===== src/rtl/uart_rx_fifo.sv =====
`default_nettype none
// ============================================================================
// Module   : uart_rx_fifo
// Brief    : UART receive buffer with first-word fall-through read port and
//            one-cycle ack handshake toward the receiver. Optional drop-on-full
//            behaviour with a sticky overflow flag: UART_RX_FIFO_OVERFLOW_EN.
// Revision : 1.0 - initial release
// ============================================================================
module uart_rx_fifo #(
    parameter int DEPTH  = 8,
    parameter int DATA_W = 8
) (
    input  logic                       clk,
    input  logic                       reset,
    input  logic                       in_valid,
    input  logic [DATA_W-1:0]          in_data,
    output logic                       in_read,
    input  logic                       out_read,
    output logic [DATA_W-1:0]          out_data,
    output logic                       out_valid,
    output logic [$clog2(DEPTH):0]     count,
    output logic                       overflow,
    input  logic                       clr_overflow
);

    localparam int c_ptr_w = $clog2(DEPTH);
    localparam int c_cnt_w = c_ptr_w + 1;
    localparam logic [c_cnt_w-1:0] c_full_cnt = c_cnt_w'(DEPTH);

    logic [DATA_W-1:0]  mem_q [DEPTH];
    logic [c_ptr_w-1:0] wr_ptr_q, wr_ptr_d;
    logic [c_ptr_w-1:0] rd_ptr_q, rd_ptr_d;
    logic [c_cnt_w-1:0] count_q, count_d;
    logic               in_read_q, in_read_d;
    logic               overflow_q, overflow_d;

    logic w_full;
    logic w_empty;
    logic w_in_req;
    logic w_push;
    logic w_pop;
    logic w_ack;

    assign w_full   = (count_q == c_full_cnt);
    assign w_empty  = (count_q == '0);
    // The receiver keeps valid high through the ack cycle, so it is blanked there.
    assign w_in_req = in_valid && !in_read_q;
    assign w_push   = w_in_req && !w_full;
    assign w_pop    = out_read && !w_empty;

`ifdef UART_RX_FIFO_OVERFLOW_EN
    logic w_drop;
    assign w_ack  = w_in_req;
    assign w_drop = w_in_req && w_full;

    always_comb begin
        overflow_d = overflow_q;
        if (clr_overflow) begin
            overflow_d = 1'b0;
        end else if (w_drop) begin
            overflow_d = 1'b1;
        end
    end
`else
    logic w_unused_clr;
    assign w_ack        = w_push;
    assign w_unused_clr = clr_overflow;
    assign overflow_d   = 1'b0;
`endif

    always_comb begin
        wr_ptr_d  = wr_ptr_q;
        rd_ptr_d  = rd_ptr_q;
        count_d   = count_q;
        in_read_d = w_ack;
        if (w_push) begin
            wr_ptr_d = wr_ptr_q + c_ptr_w'(1);
        end
        if (w_pop) begin
            rd_ptr_d = rd_ptr_q + c_ptr_w'(1);
        end
        case ({w_push, w_pop})
            2'b10:   count_d = count_q + c_cnt_w'(1);
            2'b01:   count_d = count_q - c_cnt_w'(1);
            default: count_d = count_q;
        endcase
    end

    always_ff @(posedge clk) begin
        if (reset) begin
            wr_ptr_q   <= '0;
            rd_ptr_q   <= '0;
            count_q    <= '0;
            in_read_q  <= 1'b0;
            overflow_q <= 1'b0;
        end else begin
            wr_ptr_q   <= wr_ptr_d;
            rd_ptr_q   <= rd_ptr_d;
            count_q    <= count_d;
            in_read_q  <= in_read_d;
            overflow_q <= overflow_d;
        end
    end

    // Storage needs no reset: occupancy gates every read of it.
    always_ff @(posedge clk) begin
        if (w_push) begin
            mem_q[wr_ptr_q] <= in_data;
        end
    end

    assign in_read   = in_read_q;
    assign out_valid = !w_empty;
    assign out_data  = w_empty ? '0 : mem_q[rd_ptr_q];
    assign count     = count_q;
    assign overflow  = overflow_q;

endmodule
`default_nettype wire


===== config.mk =====
export PLATFORM = sky130hd
export DESIGN_NAME = uart_rx_fifo
export DESIGN_NICKNAME = d
export VERILOG_FILES = /design/src/rtl/uart_rx_fifo.sv
export SDC_FILE = /design/constraint.sdc
export NUM_CORES = 1
export LEC_CHECK = 0
export CAP_MARGIN = 20
export CELL_PAD_IN_SITES_DETAIL_PLACEMENT = 1
export CELL_PAD_IN_SITES_GLOBAL_PLACEMENT = 2
export CORE_MARGIN = 2
export CORE_UTILIZATION = 39
export DETAILED_ROUTE_END_ITERATION = 10
export MAX_ROUTING_LAYER = met4
export PLACE_DENSITY = 0.85
export SKIP_LAST_GASP = 1
export SYNTH_ARGS = -nofsm -noshare
export SYNTH_HDL_FRONTEND = slang
export SYNTH_SLANG_ARGS = --single-unit
export TNS_END_PERCENT = 1

===== constraint.sdc =====
create_clock -name clk -period 2.9 [get_ports clk]
set_clock_uncertainty 0.1 [all_clocks]
set_input_delay 0.29 -clock clk [delete_from_list [all_inputs] [get_ports clk]]
set_output_delay 0.29 -clock clk [all_outputs]
set_load 0.02 [all_outputs]

==> summary.json <==
{
  "power_report.internal_total_mw": 2.32,
  "finalSetupViolCount": 0,
  "hpwlAfterDp_um": 4030,
  "drive_above_1_share": 0.237,
  "yosys-top-cells-area": "sky130_fd_sc_hd__edfxtp_1, sky130_fd_sc_hd__mux4_2, sky130_fd_sc_hd__dfxtp_1",
  "power_switching_mw": 1.11,
  "fmax_mhz": 371,
  "final.period_utilization": 0.929,
  "grt_pass1_wl_um": 9380,
  "max_slew.worst_pin.slew_ns": 0.540,
  "ys_seq_elements": 78,
  "crit_type": "register to output pin",
  "drt.antenna.violating_nets": 0,
  "crit_path_max_fanout": 16,
  "global_route.overflow_total": 0,
  "detailedRoute.firstIterationViolations": 81,
  "numClockSinks": 78,
  "antenna_found_initial": 0,
  "cts_hold_repair.buffers": 0,
  "route.detailed.vias_per_inst": 5.10,
  "sequential_share_of_the_synthesized_area": 0.697,
  "post_synth_inst_count": 180,
  "syn_area_per_cell_sq_um": 17.5,
  "clk_path_buf_depth": 2,
  "worst_hold_path_type": "register to register",
  "total_iterations_of_the_first_detailed_routing_run": 4,
  "final_hold_viol_count": 0,
  "utilization": 0.488,
  "final.hold.worst_slack_ns": 0.445,
  "power.switching_fraction": 0.323,
  "synthesis.area_sq_mm": 0.00316,
  "maxSlewViolCount": 0,
  "endpoint_kind": "output pin",
  "io_pins": 28,
  "finalWorstPathRequiredPeriod_ns": 2.70,
  "synth.net_count": 198,
  "root_buffer": "sky130_fd_sc_hd__clkbuf_8",
  "chipHeight_um": 94.0,
  "cts-htree-levels": 3,
  "routed-via-count": 1663,
  "post-layout-total-power_mw": 3.43,
  "detail_route.drc_violations": 0,
  "p_leak_nw": 1.24,
  "tritoncts": "done",
  "grt_setup_unrepaired": "no",
  "seqPwrFrac": 0.411,
  "cts_made_buffers": 9,
  "number_of_port_buffers": 25,
  "first_global_vias": 1779,
  "antenna-diode-count": 0,
  "cts.reportedPaths.clkPinSlew_ns": 0.08,
  "synthDominantAreaCellType": "sky130_fd_sc_hd__edfxtp_1",
  "grt.total_usage": 0.154,
  "synthesis.yosys.warnings": 0,
  "routabilityCongestion": 0.697,
  "die_w_um": 94.0,
  "powerDensity_mw_per_mm2": 904,
  "final_cell_area_sq_mm": 0.00379,
  "power.clock.fraction": 0.240,
  "final_net_count": 237,
  "ys_types": 34,
  "fp.dieArea_sq_mm": 0.00883,
  "starting_density": 0.407,
  "vdd_ir_drop_max_mv": 0.299,
  "wire_per_inst_um": 18.2,
  "fin_setup_tns_ns": 0,
  "area_growth_syn_to_layout_pct": 20.1,
  "pwr-share-comb": 0.349,
  "placementRows": 32,
  "post_cts.repair.setup_buffers": 0,
  "max_cap_violations": 0,
  "status": "complete, no violations",
  "insertion_delay_ns": 0.36,
  "fraction_of_post_synthesis_cell_area_in_the_top_cell_type_by_area": 0.609,
  "pin_count_of_the_biggest_net_entering_global_routing": 17,
  "timing.critical_path.from_type": "register",
  "route.final.wire_length_um": 5940,
  "timing.critical_path.arrival_ns": 2.31,
  "dpl-instance-area_sq_mm": 0.00358,
  "max-slew-margin-rel": 0.639,
  "design.core.area_sq_mm": 0.00777,
  "worstPathRequired_ns": 2.51
}
==> flip-flops by register name (all words and copies together) (netlist names), named ones only <==
register,cells
mem_q,64
rd_ptr_q,3
in_read,1
wr_ptr_q,3
count,4
==> cells by family (layout without fill, tap and decap cells) <==
family	after synthesis	count (layout)	synth area share
AOI/OAI and AO/OA	7	7	0.0123
xor gates and xnor gates	7	7	0.0218
DFF	78	78	0.697
buffers and inverters	12	56	0.0222
other	1	1	0.00119
adders and majority gates	5	5	0.0198
muxes	27	27	0.149
and+or+nand+nor	43	43	0.0761
==> synthesized netlist by cell type <==
library cell                n
sky130_fd_sc_hd__buf_2      1
sky130_fd_sc_hd__nand2_1    4
sky130_fd_sc_hd__nor3_1     2
sky130_fd_sc_hd__nor4bb_1   1
sky130_fd_sc_hd__nor3b_1    4
sky130_fd_sc_hd__conb_1     1
sky130_fd_sc_hd__dfxtp_1   14
sky130_fd_sc_hd__nand2b_1   2
sky130_fd_sc_hd__nor4_1     1
sky130_fd_sc_hd__nand3_1    1
sky130_fd_sc_hd__ha_1       5
sky130_fd_sc_hd__and2_4     1
sky130_fd_sc_hd__xnor2_1    2
sky130_fd_sc_hd__clkbuf_1   2
sky130_fd_sc_hd__edfxtp_1  64
sky130_fd_sc_hd__buf_1      2
sky130_fd_sc_hd__a21oi_1    5
sky130_fd_sc_hd__mux2i_1   10
sky130_fd_sc_hd__or3_1      1
sky130_fd_sc_hd__nor2_1    20
sky130_fd_sc_hd__a211o_1    1
sky130_fd_sc_hd__nor4b_1    3
sky130_fd_sc_hd__o21ai_0    1
sky130_fd_sc_hd__buf_6      2
sky130_fd_sc_hd__inv_2      2
sky130_fd_sc_hd__xnor2_2    1
sky130_fd_sc_hd__nor4_4     1
sky130_fd_sc_hd__nand3b_1   1
sky130_fd_sc_hd__nor2b_1    1
sky130_fd_sc_hd__clkbuf_2   1
sky130_fd_sc_hd__mux4_2    16
sky130_fd_sc_hd__mux2_1     1
sky130_fd_sc_hd__buf_4      2
sky130_fd_sc_hd__xor2_1     4
==> per-layer routing <==
layer | GRT usage | share of wire
met5 | - | 0
met2 | 0.249 | 0.52
met1 | 0.184 | 0.43
met3 | 0.0313 | 0.020
met4 | 0.0761 | 0.022
==> worst paths after layout <==
path / startpoint / endpoint / cells after the start / slack [ns]
max: register / out_data[7] / 5 / 0.20
min: rd_ptr_q[2]$_SDFFE_PP0P_ / register / 2 / 0.44
max reg2reg: count[1]$_SDFFE_PP0P_ / count[2]$_SDFFE_PP0P_ / 10 / 0.33
min reg2reg: rd_ptr_q[2]$_SDFFE_PP0P_ / register / 2 / 0.44
==> layout make-up <==
cell class / instances / area [sq um]
tap: 102 / 128
clock buffer: 9 / 124
timing repair buffer: 38 / 348
multi-input combinational: 90 / 905
sequential: 78 / 2200
clock inverter: 7 / 80.1
fill: 778 / 3970
inverter: 2 / 7.51
==> power by group through the flow <==
stage	clock, mW	combinational (mW)	sequential (mW)
finish	0.821	1.20	1.41
global route	0.871	1.29	1.43
CTS	0.837	1.21	1.41
detailed placement	0	1.21	1.43
global placement	0	1.18	1.43
floorplan	0	0.765	1.43
==> repair_timing <==
action,4_1_cts,5_1_grt
endpoints found under the hold margin,0,0
resized for setup,0,1
setup endpoints to repair,0,1
==> layout by cell type (no fill, tap or decap), drive strengths merged <==
master	netlist	routed
bufinv	0	1
nor3b	4	4
nor2	20	20
nand3	1	1
nor3	2	2
clkinv	0	2
nor4b	3	3
clkbuf	3	9
and2	1	1
conb	1	1
xnor2	3	3
nor4bb	1	1
nor4	2	2
inv	2	5
clkinvlp	0	1
xor2	4	4
edfxtp	64	64
ha	5	5
a211o	1	1
nand3b	1	1
nor2b	1	1
mux2	1	1
buf	7	13
clkdlybuf4s50	0	25
nand2b	2	2
o21ai	1	1
dfxtp	14	14
mux4	16	16
nand2	4	4
or3	1	1
mux2i	10	10
a21oi	5	5
==> critical path: stages (launching register included) <==
cell and delay (ns):
sky130_fd_sc_hd__dfxtp_1 0.31, sky130_fd_sc_hd__buf_4 0.30, sky130_fd_sc_hd__mux4_2 0.54, sky130_fd_sc_hd__mux2i_1 0.20, sky130_fd_sc_hd__nor2_1 0.07, sky130_fd_sc_hd__clkdlybuf4s50_1 0.53
==> per-stage QoR <==
step,std cells,setup WS [ns]
detailed placement,310,0.189
floorplan,180,0.125
global route,326,0.0613
CTS,326,0.159
finish,326,0.205
global placement,310,0.269
(Power assumes the default switching activity.)
